**src/rtl/adder_pipe.sv**
```systemverilog
// adder_pipe: pipelined WIDTH-bit adder with carry-in, split into STAGES equal
// carry-chain slices, one slice per register stage. Valid/ready handshake on
// both sides, with bubble collapsing between stages.
// Optional feature macro: ADDER_PIPE_OVERFLOW_EN adds a registered two's-complement
// overflow output that travels alongside sum/carry.
// WIDTH must be a multiple of STAGES.
`timescale 1ns/1ps

module adder_pipe #(
   parameter int WIDTH  = 32,
   parameter int STAGES = 4
) (
   input  logic             clk,
   input  logic             rst_n,
   input  logic             in_valid,
   output logic             in_ready,
   input  logic [WIDTH-1:0] x_in,
   input  logic [WIDTH-1:0] y_in,
   input  logic             c_in,
   output logic             out_valid,
   input  logic             out_ready,
   output logic [WIDTH-1:0] sum,
`ifdef ADDER_PIPE_OVERFLOW_EN
   output logic             overflow,
`endif
   output logic             carry
);

   localparam int S = WIDTH / STAGES;

   logic [STAGES-1:0] validQ, validD;
   logic [STAGES-1:0] carryQ, carryD;
   logic [WIDTH-1:0]  sumQ [STAGES];
   logic [WIDTH-1:0]  sumD [STAGES];
   logic [WIDTH-1:0]  xQ   [STAGES];
   logic [WIDTH-1:0]  xD   [STAGES];
   logic [WIDTH-1:0]  yQ   [STAGES];
   logic [WIDTH-1:0]  yD   [STAGES];
   logic [STAGES-1:0] advance;
   logic              initQ;
`ifdef ADDER_PIPE_OVERFLOW_EN
   logic              ovfQ, ovfD;
`endif

   // Stage k may load when it or any stage downstream holds a bubble, or the consumer is ready
   always_comb begin
      for (int k = 0; k < STAGES; k++) begin
         advance[k] = out_ready;
         for (int j = k; j < STAGES; j++) begin
            if (!validQ[j]) begin
               advance[k] = 1'b1;
            end
         end
      end
   end

   assign in_ready = initQ && advance[0];

   // Next-state for every stage: valid always follows the upstream beat, data only on a real beat
   always_comb begin
      logic             srcValid;
      logic             srcCarry;
      logic [WIDTH-1:0] srcX;
      logic [WIDTH-1:0] srcY;
      logic [WIDTH-1:0] srcSum;
      logic [S-1:0]     xs;
      logic [S-1:0]     ys;
      logic [S-1:0]     s;
      logic             co;
      validD   = validQ;
      carryD   = carryQ;
      srcValid = 1'b0;
      srcCarry = 1'b0;
      srcX     = '0;
      srcY     = '0;
      srcSum   = '0;
      xs       = '0;
      ys       = '0;
      s        = '0;
      co       = 1'b0;
`ifdef ADDER_PIPE_OVERFLOW_EN
      ovfD     = ovfQ;
`endif
      for (int k = 0; k < STAGES; k++) begin
         sumD[k] = sumQ[k];
         xD[k]   = xQ[k];
         yD[k]   = yQ[k];
      end
      for (int k = 0; k < STAGES; k++) begin
         if (k == 0) begin
            srcValid = in_valid && in_ready;
            srcCarry = c_in;
            srcX     = x_in;
            srcY     = y_in;
            srcSum   = '0;
         end else begin
            srcValid = validQ[k-1];
            srcCarry = carryQ[k-1];
            srcX     = xQ[k-1];
            srcY     = yQ[k-1];
            srcSum   = sumQ[k-1];
         end
         if (advance[k]) begin
            validD[k] = srcValid;
            if (srcValid) begin
               xs      = srcX[k*S +: S];
               ys      = srcY[k*S +: S];
               {co, s} = {1'b0, xs} + {1'b0, ys} + {{S{1'b0}}, srcCarry};
               sumD[k]            = srcSum;
               sumD[k][k*S +: S]  = s;
               carryD[k]          = co;
               xD[k]              = srcX;
               xD[k][k*S +: S]    = '0;
               yD[k]              = srcY;
               yD[k][k*S +: S]    = '0;
`ifdef ADDER_PIPE_OVERFLOW_EN
               if (k == STAGES - 1) begin
                  ovfD = co ^ (s[S-1] ^ xs[S-1] ^ ys[S-1]);
               end
`endif
            end
         end
      end
   end

   // Stage registers; reset clears everything and holds off in_ready until the first edge
   always_ff @(posedge clk or negedge rst_n) begin
      if (!rst_n) begin
         validQ <= '0;
         carryQ <= '0;
         initQ  <= 1'b0;
         for (int k = 0; k < STAGES; k++) begin
            sumQ[k] <= '0;
            xQ[k]   <= '0;
            yQ[k]   <= '0;
         end
`ifdef ADDER_PIPE_OVERFLOW_EN
         ovfQ   <= 1'b0;
`endif
      end else begin
         validQ <= validD;
         carryQ <= carryD;
         initQ  <= 1'b1;
         for (int k = 0; k < STAGES; k++) begin
            sumQ[k] <= sumD[k];
            xQ[k]   <= xD[k];
            yQ[k]   <= yD[k];
         end
`ifdef ADDER_PIPE_OVERFLOW_EN
         ovfQ   <= ovfD;
`endif
      end
   end

   assign out_valid = validQ[STAGES-1];
   assign sum       = sumQ[STAGES-1];
   assign carry     = carryQ[STAGES-1];
`ifdef ADDER_PIPE_OVERFLOW_EN
   assign overflow  = ovfQ;
`endif

endmodule
```
**config.mk**
```make
export PLATFORM = sky130hd
export DESIGN_NAME = adder_pipe
export DESIGN_NICKNAME = d
export VERILOG_FILES = /design/src/rtl/adder_pipe.sv
export SDC_FILE = /design/constraint.sdc
export NUM_CORES = 1
export LEC_CHECK = 0
export CAP_MARGIN = 20
export CORE_MARGIN = 5
export CORE_UTILIZATION = 40
export CTS_BUF_LIST = sky130_fd_sc_hd__clkbuf_4
export DETAILED_ROUTE_END_ITERATION = 10
export PLACE_DENSITY_LB_ADDON = 0.25
export SETUP_SLACK_MARGIN = 0.5
export SLEW_MARGIN = 0
export SYNTH_ARGS = -nofsm -noshare
export SYNTH_HDL_FRONTEND = slang
export SYNTH_SLANG_ARGS = --single-unit
```
**constraint.sdc**
```tcl
create_clock -name clk -period 2.6 [get_ports clk]
set_input_delay 0.52 -clock clk [delete_from_list [all_inputs] [get_ports clk]]
set_output_delay 0.52 -clock clk [all_outputs]
set_load 0.02 [all_outputs]
```
==> impl_metrics.ini, run 1 <==
[status]
outcome = complete, no violations

[drt]
drtPass1Iterations = 4
drc = 0
route.vias.total = 5905
drt-total-wl_um = 17600
initialDrtViolationCount = 369
routed_wire_length_per_instance_um = 14.1
vias_per_cell = 4.74
route.antenna.remaining_nets = 0

[power_and_ir_drop]
pleak_nw = 5.12
ir_worst_vdd_mv = 0.291
power_density_nw_per_um2 = 836
total_power_mw = 8.58

[logic_synthesis]
synth_area_per_cell_um2 = 9.90
synth_top_family_by_area = simple AND/OR/NAND/NOR gates
ys_seq_area_share_pct = 54.6
yosys_most_used_dff = sky130_fd_sc_hd__dfrtp_1
async_flop_share_pct = 100
post_synth_and_or_nand_nor_area_fraction_pct = 19.8
syn-num-nets = 961
netlist-cell-type-count = 54
ys_warns = 0
synth-adder-area-share_pct = 6.02
instance_count_of_the_mapped_netlist = 856
synthXorXnorAreaFrac_pct = 0.620
synth_edf_count = 0
netlist_area_um2 = 8470
synth-seq-cells = 185
synthMuxAreaShare_pct = 5.83
synth_compound_area_share_pct = 8.11

[sta]
rsz0062_at_grt = yes
fin_skew_ns = 0.0240
max_clock_freq_mhz = 469
timing_max_transition_violations_final = 0
timing.final.setup_violations = 0
holdWs_ns = 0.293
totalNegativeSetupSlack_ns = 0
final_critical_path_setup_slack_ns = 0.468
finalCritPeriodShare_pct = 82.0
finalHoldViolCount = 0
post-route-min-period_ns = 2.13

[critical_path]
worst_r2r_startpoint = yQ[104]
r2r_end = carryQ[1]
required_time_at_the_worst_slack_endpoint_ns = 2.08
crit_path_max_fanout = 2
r2r.worst_path.cells = 6
worst-endpoint-arrival_ns = 1.61
cp-end-kind = output pin
setup.worst_path.class = flop to output pin
cp-start-kind = flop
crit_chain = and4b_2 -> nand2_2 -> and2_4 -> buf_6
cp_slowest_stage_delay_ns = 0.43
slowest_stage = sky130_fd_sc_hd__dfrtp_2
timing.critical_path.from = validQ[1]
reg2reg_setup_slack_ns = 0.50

[die]
io-pin-count = 104
die_w_um = 156
initial_utilization_pct = 40.4
die_h_um = 156
core_area_um2 = 21000
design.die.area_um2 = 24200
row_count = 53

[placed_design]
detailed_place.area_um2 = 9730
routabilityCongestion = 0.823
dpl_ws_ns = -0.126
hpwlAfterDp_um = 12800
io_buffers = 103
place.detailed.instances = 1193

[grt]
antenna_violations_before_repair = 1
grt_max_degree = 76
wire_length_of_the_first_global_routing_pass_um = 29700
grt_pass1_vias = 5849
grt_remaining_overflow = 0
grt_util_all_layers_pct = 15.1

[finish]
finalCoreUtilization_pct = 48.9
layout-area-overhead-vs-synth_pct = 21.0
final-instance-count-excl-fill = 1247
layout.cell_area.non_filler_um2 = 10300
layout.nets = 1063
fillers = 2006
drive_above_1_share_pct = 16.0

[clocking]
cts-buffers-inserted = 17
cts.sink_count = 185
cts_tree = done
ctsHtreeMaxLevel = 4
clock_latency_at_the_later_pin_of_the_worst_skew_pair_ns = 0.58
clkTransAtPathRegs_ns = 0.16
clockRootBuffer = sky130_fd_sc_hd__clkbuf_4
clockBufferDepth = 2

[worst_hold_path]
hold_depth = 3
hold_class = primary input to flop
min_to = validQ[3]
min_from = out_ready

[flow_run]
drv.max_cap_violation_count = 0
layout make-up:
| class | count | area (um^2) | area share (%) |
|---|---|---|---|
| repair buffers | 148 | 1390 | 13.6 |
| well taps | 275 | 344 | 3.36 |
| diodes | 1 | 2.50 | 0.0244 |
| clock buffers | 17 | 128 | 1.24 |
| flip-flops and latches | 185 | 4630 | 45.2 |
| clock inverters | 15 | 180 | 1.76 |
| multi-input cells | 597 | 3540 | 34.6 |
| inverters | 9 | 33.8 | 0.329 |
how the worst max path moves through the flow:
| stage | endpoint | cells after the start |
|---|---|---|
| after floorplan | carryQ[0] | 6 |
| after global placement | in_ready | 5 |
| after detailed placement | carryQ[0] | 7 |
| after CTS | in_ready | 5 |
| after global routing | in_ready | 4 |
| final | in_ready | 4 |
what timing repair did:
action / 4_1_cts / 5_1_grt
hold buffers: 1 / 0
gates resized for setup: 49 / 21
pin swaps: 15 / 18
buffers inserted: 16 / 3
hold endpoints to repair: 14 / 0
setup endpoints to repair: 41 / 14
report_power, final:
group / total [mW] / internal (mW) / switching (mW)
sequential: 4.13 / 3.65 / 0.482
clock: 1.68 / 0.613 / 1.06
combinational: 2.77 / 1.29 / 1.48
cells by family after synthesis:
| kind of cell | count (synthesis) |
|---|---|
| and+or+nand+nor | 413 |
| DFF | 185 |
| AOI/OAI and AO/OA | 97 |
| buffers and inverters | 74 |
| muxes | 44 |
| adders and majority gates | 36 |
| xor gates and xnor gates | 6 |
| other | 1 |
state kept, by name, summed over array words and instances, names as in the netlist:
| name | cells |
|---|---|
| yQ | 48 |
| carryQ | 4 |
| sumQ | 48 |
| xQ | 48 |
| validQ | 4 |
| sum | 32 |
| initQ | 1 |
critical path, delay by kind of cell (launching register included):
kind | cells | cell delay, ns
flip-flops | 1 | 0.43
buffers and inverters | 1 | 0.12
AND/OR/NAND/NOR | 3 | 0.49
synthesized netlist by cell type, types with 2 or more instances:
| cell type | count | area (um^2) |
|---|---|---|
| sky130_fd_sc_hd__mux2_2 | 43 | 484 |
| sky130_fd_sc_hd__a21oi_1 | 12 | 60.1 |
| sky130_fd_sc_hd__a211o_1 | 2 | 17.5 |
| sky130_fd_sc_hd__nor4_1 | 2 | 12.5 |
| sky130_fd_sc_hd__o22a_1 | 2 | 17.5 |
| sky130_fd_sc_hd__dfrtp_1 | 185 | 4630 |
| sky130_fd_sc_hd__fa_1 | 8 | 160 |
| sky130_fd_sc_hd__nor3_1 | 3 | 15.0 |
| sky130_fd_sc_hd__buf_2 | 3 | 15.0 |
| sky130_fd_sc_hd__nand3b_1 | 3 | 22.5 |
| sky130_fd_sc_hd__nand2b_1 | 3 | 18.8 |
| sky130_fd_sc_hd__o21ai_0 | 19 | 95.1 |
| sky130_fd_sc_hd__buf_4 | 33 | 248 |
| sky130_fd_sc_hd__nor2_1 | 7 | 26.3 |
| sky130_fd_sc_hd__ha_1 | 28 | 350 |
| sky130_fd_sc_hd__xnor2_1 | 4 | 35.0 |
| sky130_fd_sc_hd__o21bai_1 | 2 | 15.0 |
| sky130_fd_sc_hd__clkbuf_1 | 22 | 82.6 |
| sky130_fd_sc_hd__o31ai_1 | 9 | 67.6 |
| sky130_fd_sc_hd__or3_1 | 4 | 25.0 |
| sky130_fd_sc_hd__buf_1 | 5 | 18.8 |
| sky130_fd_sc_hd__nor4b_1 | 2 | 17.5 |
| sky130_fd_sc_hd__a211oi_1 | 10 | 75.1 |
| sky130_fd_sc_hd__xor2_1 | 2 | 17.5 |
| sky130_fd_sc_hd__o211ai_1 | 9 | 67.6 |
| sky130_fd_sc_hd__o311ai_0 | 2 | 17.5 |
| sky130_fd_sc_hd__or4b_2 | 2 | 20.0 |
| sky130_fd_sc_hd__a21o_1 | 6 | 45.0 |
| sky130_fd_sc_hd__o21a_1 | 8 | 60.1 |
| sky130_fd_sc_hd__nor2b_1 | 4 | 25.0 |
| sky130_fd_sc_hd__a2111o_1 | 3 | 33.8 |
| sky130_fd_sc_hd__nand4_1 | 2 | 12.5 |
| sky130_fd_sc_hd__nand2_1 | 363 | 1360 |
| sky130_fd_sc_hd__inv_1 | 9 | 33.8 |
| sky130_fd_sc_hd__o31a_1 | 6 | 52.6 |
| sky130_fd_sc_hd__buf_6 | 2 | 22.5 |
| sky130_fd_sc_hd__and2_1 | 2 | 12.5 |
| sky130_fd_sc_hd__nand3_1 | 6 | 30.0 |
| sky130_fd_sc_hd__or4_1 | 4 | 30.0 |
cell usage in the layout (no fill, tap or decap), types with 5 or more instances in the layout:
cell / count
sky130_fd_sc_hd__nand3_1: 6
sky130_fd_sc_hd__inv_1: 9
sky130_fd_sc_hd__ha_1: 28
sky130_fd_sc_hd__dfrtp_1: 184
sky130_fd_sc_hd__buf_4: 38
sky130_fd_sc_hd__nand2_1: 362
sky130_fd_sc_hd__fa_2: 8
sky130_fd_sc_hd__clkbuf_4: 17
sky130_fd_sc_hd__mux2_2: 43
sky130_fd_sc_hd__o21a_1: 8
sky130_fd_sc_hd__o31ai_1: 8
sky130_fd_sc_hd__o211ai_1: 9
sky130_fd_sc_hd__o21ai_0: 13
sky130_fd_sc_hd__nor2_1: 6
sky130_fd_sc_hd__clkdlybuf4s50_1: 65
sky130_fd_sc_hd__a211oi_1: 5
sky130_fd_sc_hd__a21oi_1: 9
sky130_fd_sc_hd__o31a_1: 6
sky130_fd_sc_hd__a21o_1: 5
sky130_fd_sc_hd__dlygate4sd2_1: 33
metal layers:
metal	vias up	global-route usage, %	share of wire, %
li1	3026	-	-
met1	2749	23.2	52
met2	114	21.0	42
met3	16	3.63	4.9
met4	0	4.88	1.5
met5	-	0	0
No activity file was read; power rests on OpenSTA's default activity.
==> run 2: changes to the inputs <==
==> constraint.sdc (replaced) <==
create_clock -name clk -period 2 [get_ports clk]
set_input_delay 0.4 -clock clk [delete_from_list [all_inputs] [get_ports clk]]
set_output_delay 0.4 -clock clk [all_outputs]
set_load 0.02 [all_outputs]
==> impl_metrics.ini, run 2 (same netlist as run 1, synthesis figures left out) <==
[power_and_ir_drop]
comb_power_share_pct = 40.9
pleak_nw = 6.39
clock_power_share_pct = 16.4
power_density_nw_per_um2 = 1040
ir_worst_vdd_mv = 0.395
internal_power_mw = 8.62
netSwitchingFraction_pct = 34.9
power.sequential.fraction_pct = 42.7
switchingPower_mw = 4.62

[placed_design]
place.detailed.instances = 1229
dpl_ws_ns = -0.609
io_buffers = 103
hpwlAfterDp_um = 13300
routabilityCongestion = 0.778

[sta]
finalHoldViolCount = 0
rsz0062_at_grt = yes
tightest_slew_ns = 0.547
fin_skew_ns = 0.0270
maxSlewHeadroom_pct = 63.5
timing_max_transition_violations_final = 0
max_clock_freq_mhz = 466
post-route-min-period_ns = 2.15
holdWs_ns = 0.286
finalCritPeriodShare_pct = 107
timing.final.setup_violations = 9
final_critical_path_setup_slack_ns = -0.148

[drt]
route.vias.total = 6687
vias_per_cell = 4.97
routed_wire_length_per_instance_um = 16.9
drtPass1Iterations = 5
initialDrtViolationCount = 320
drt-total-wl_um = 22700
route.antenna.remaining_nets = 0
drc = 0

[critical_path]
cp_slowest_stage_delay_ns = 0.43
slowest_stage = sky130_fd_sc_hd__dfrtp_1
required_time_at_the_worst_slack_endpoint_ns = 2.49
cp-end-kind = flop
crit_path_max_fanout = 2
crit_buf_inv = 0
cpLargestDelayFamily = compound AO/OA/AOI/OAI gates
crit_chain = fa_2 -> fa_2 -> a21oi_2 -> o21ai_2 -> o31a_1 -> o31a_1
reg2reg_setup_slack_ns = -0.15
setup.worst_path.class = flop to flop
worst-endpoint-arrival_ns = 2.64
cp-start-kind = flop

[clocking]
clockBufferDepth = 2
cts-buffers-inserted = 17
cts.sink_count = 185
clock_latency_at_the_later_pin_of_the_worst_skew_pair_ns = 0.60
clockRootBuffer = sky130_fd_sc_hd__clkbuf_4
cts_tree = done
clkTransAtPathRegs_ns = 0.15
ctsHtreeMaxLevel = 4

[grt]
grt_remaining_overflow = 0
grt_util_all_layers_pct = 15.8
wire_length_of_the_first_global_routing_pass_um = 31000
grt_pass1_vias = 6212
antenna_violations_before_repair = 1
grt_max_degree = 102

[finish]
fillers = 1681
layout.nets = 1161
layout-area-overhead-vs-synth_pct = 49.6
drive_above_1_share_pct = 43.5
final-instance-count-excl-fill = 1345
finalCoreUtilization_pct = 60.5
mostFrequentLayoutCells = sky130_fd_sc_hd__nand2_1 (212), sky130_fd_sc_hd__dfrtp_1 (184), sky130_fd_sc_hd__nand2_2 (99)
multi_input_area_um2 = 4590
area.sequential_um2 = 4630
reg.largest.list = sumQ x48, xQ x48, yQ x48
mostFrequentLayoutCell = sky130_fd_sc_hd__nand2_1

[die]
io-pin-count = 104
die_w_um = 156
die_h_um = 156
design.die.area_um2 = 24200
core_area_um2 = 21000
initial_utilization_pct = 40.4
row_count = 53

[flow_run]
drv.max_cap_violation_count = 0

[status]
outcome = finished, violations left
violations = setup timing

[worst_hold_path]
hold_class = primary input to flop
## run 2: cell count changes in the layout (fill, tap and decap cells not counted), sizes merged
cell           before  now
buf                46  165
dlygate4sd2        33    1
clkbuf             17   33
inv                17   11
clkdlybuf4s50      65   63
clkinv              5    7
dlymetal6s2s        2    0
a21o                6    7
and2                2    3
bufinv              2    3
clkdlybuf4s15       1    0
clkinvlp            0    1
## run 2: power groups by stage
| stage | Combinational (mW) | Sequential [mW] | Clock (mW) |
|---|---|---|---|
| after global placement | 3.81 | 5.46 | 0 |
| after CTS | 4.42 | 5.45 | 2.22 |
| after floorplan | 2.79 | 5.27 | 0 |
| after global routing | 5.88 | 5.78 | 2.38 |
| after detailed placement | 3.88 | 5.49 | 0 |
| final | 5.41 | 5.65 | 2.17 |
## run 2: metrics by stage
stage	cell area (um^2)	setup TNS (ns)	total power [mW]
after floorplan	8640	-0.165	8.06
after global placement	10200	-18.83	9.26
after detailed placement	10200	-18.60	9.37
after CTS	10900	-0.593	12.1
after global routing	12700	-1.54	14.0
final	12700	-0.690	13.2
## run 2: worst paths after layout
check / end / start / cells past startpoint
worst max-delay path: carryQ[3] / yQ[56] / 6
worst min-delay path: sumQ[96] / c_in / 4
worst max register to register: carryQ[3] / yQ[56] / 6
worst min register to register: sum[5] / sumQ[37] / 2
max in group asynchronous: validQ[3] / rst_n / 3
min in group asynchronous: sum[25] / rst_n / 3
## run 2: area by class of cell
type	count	area share [%]
antenna	1	0.0197
sequential	185	36.5
multi-input combinational	599	36.2
clock buffer	19	1.13
inverter	9	0.267
timing repair buffer	244	21.9
tap	275	2.71
clock inverter	13	1.19
## run 2: worst reg2reg max path, stage by stage, from the launching register on
cell and delay [ns]:
sky130_fd_sc_hd__dfrtp_1 0.43, sky130_fd_sc_hd__fa_2 0.43, sky130_fd_sc_hd__fa_2 0.37, sky130_fd_sc_hd__a21oi_2 0.17
sky130_fd_sc_hd__o21ai_2 0.09, sky130_fd_sc_hd__o31a_1 0.29, sky130_fd_sc_hd__o31a_1 0.29
## run 2: routing by layer
layer	GRT usage [%]	wire, um	vias up
met5	0	0	-
met4	4.46	360	0
met3	4.05	1290	24
met2	24.1	11100	143
met1	22.5	9950	3282
li1	-	-	3238
## run 2: repair_timing
action / 4_1_cts / 5_1_grt
pin swaps: 26 / 159
setup endpoints to repair: 157 / 212
resized for setup: 269 / 301
setup buffers: 29 / 31
hold buffers: 1 / 0
cloned: 0 / 22
endpoints found under the hold margin: 185 / 0
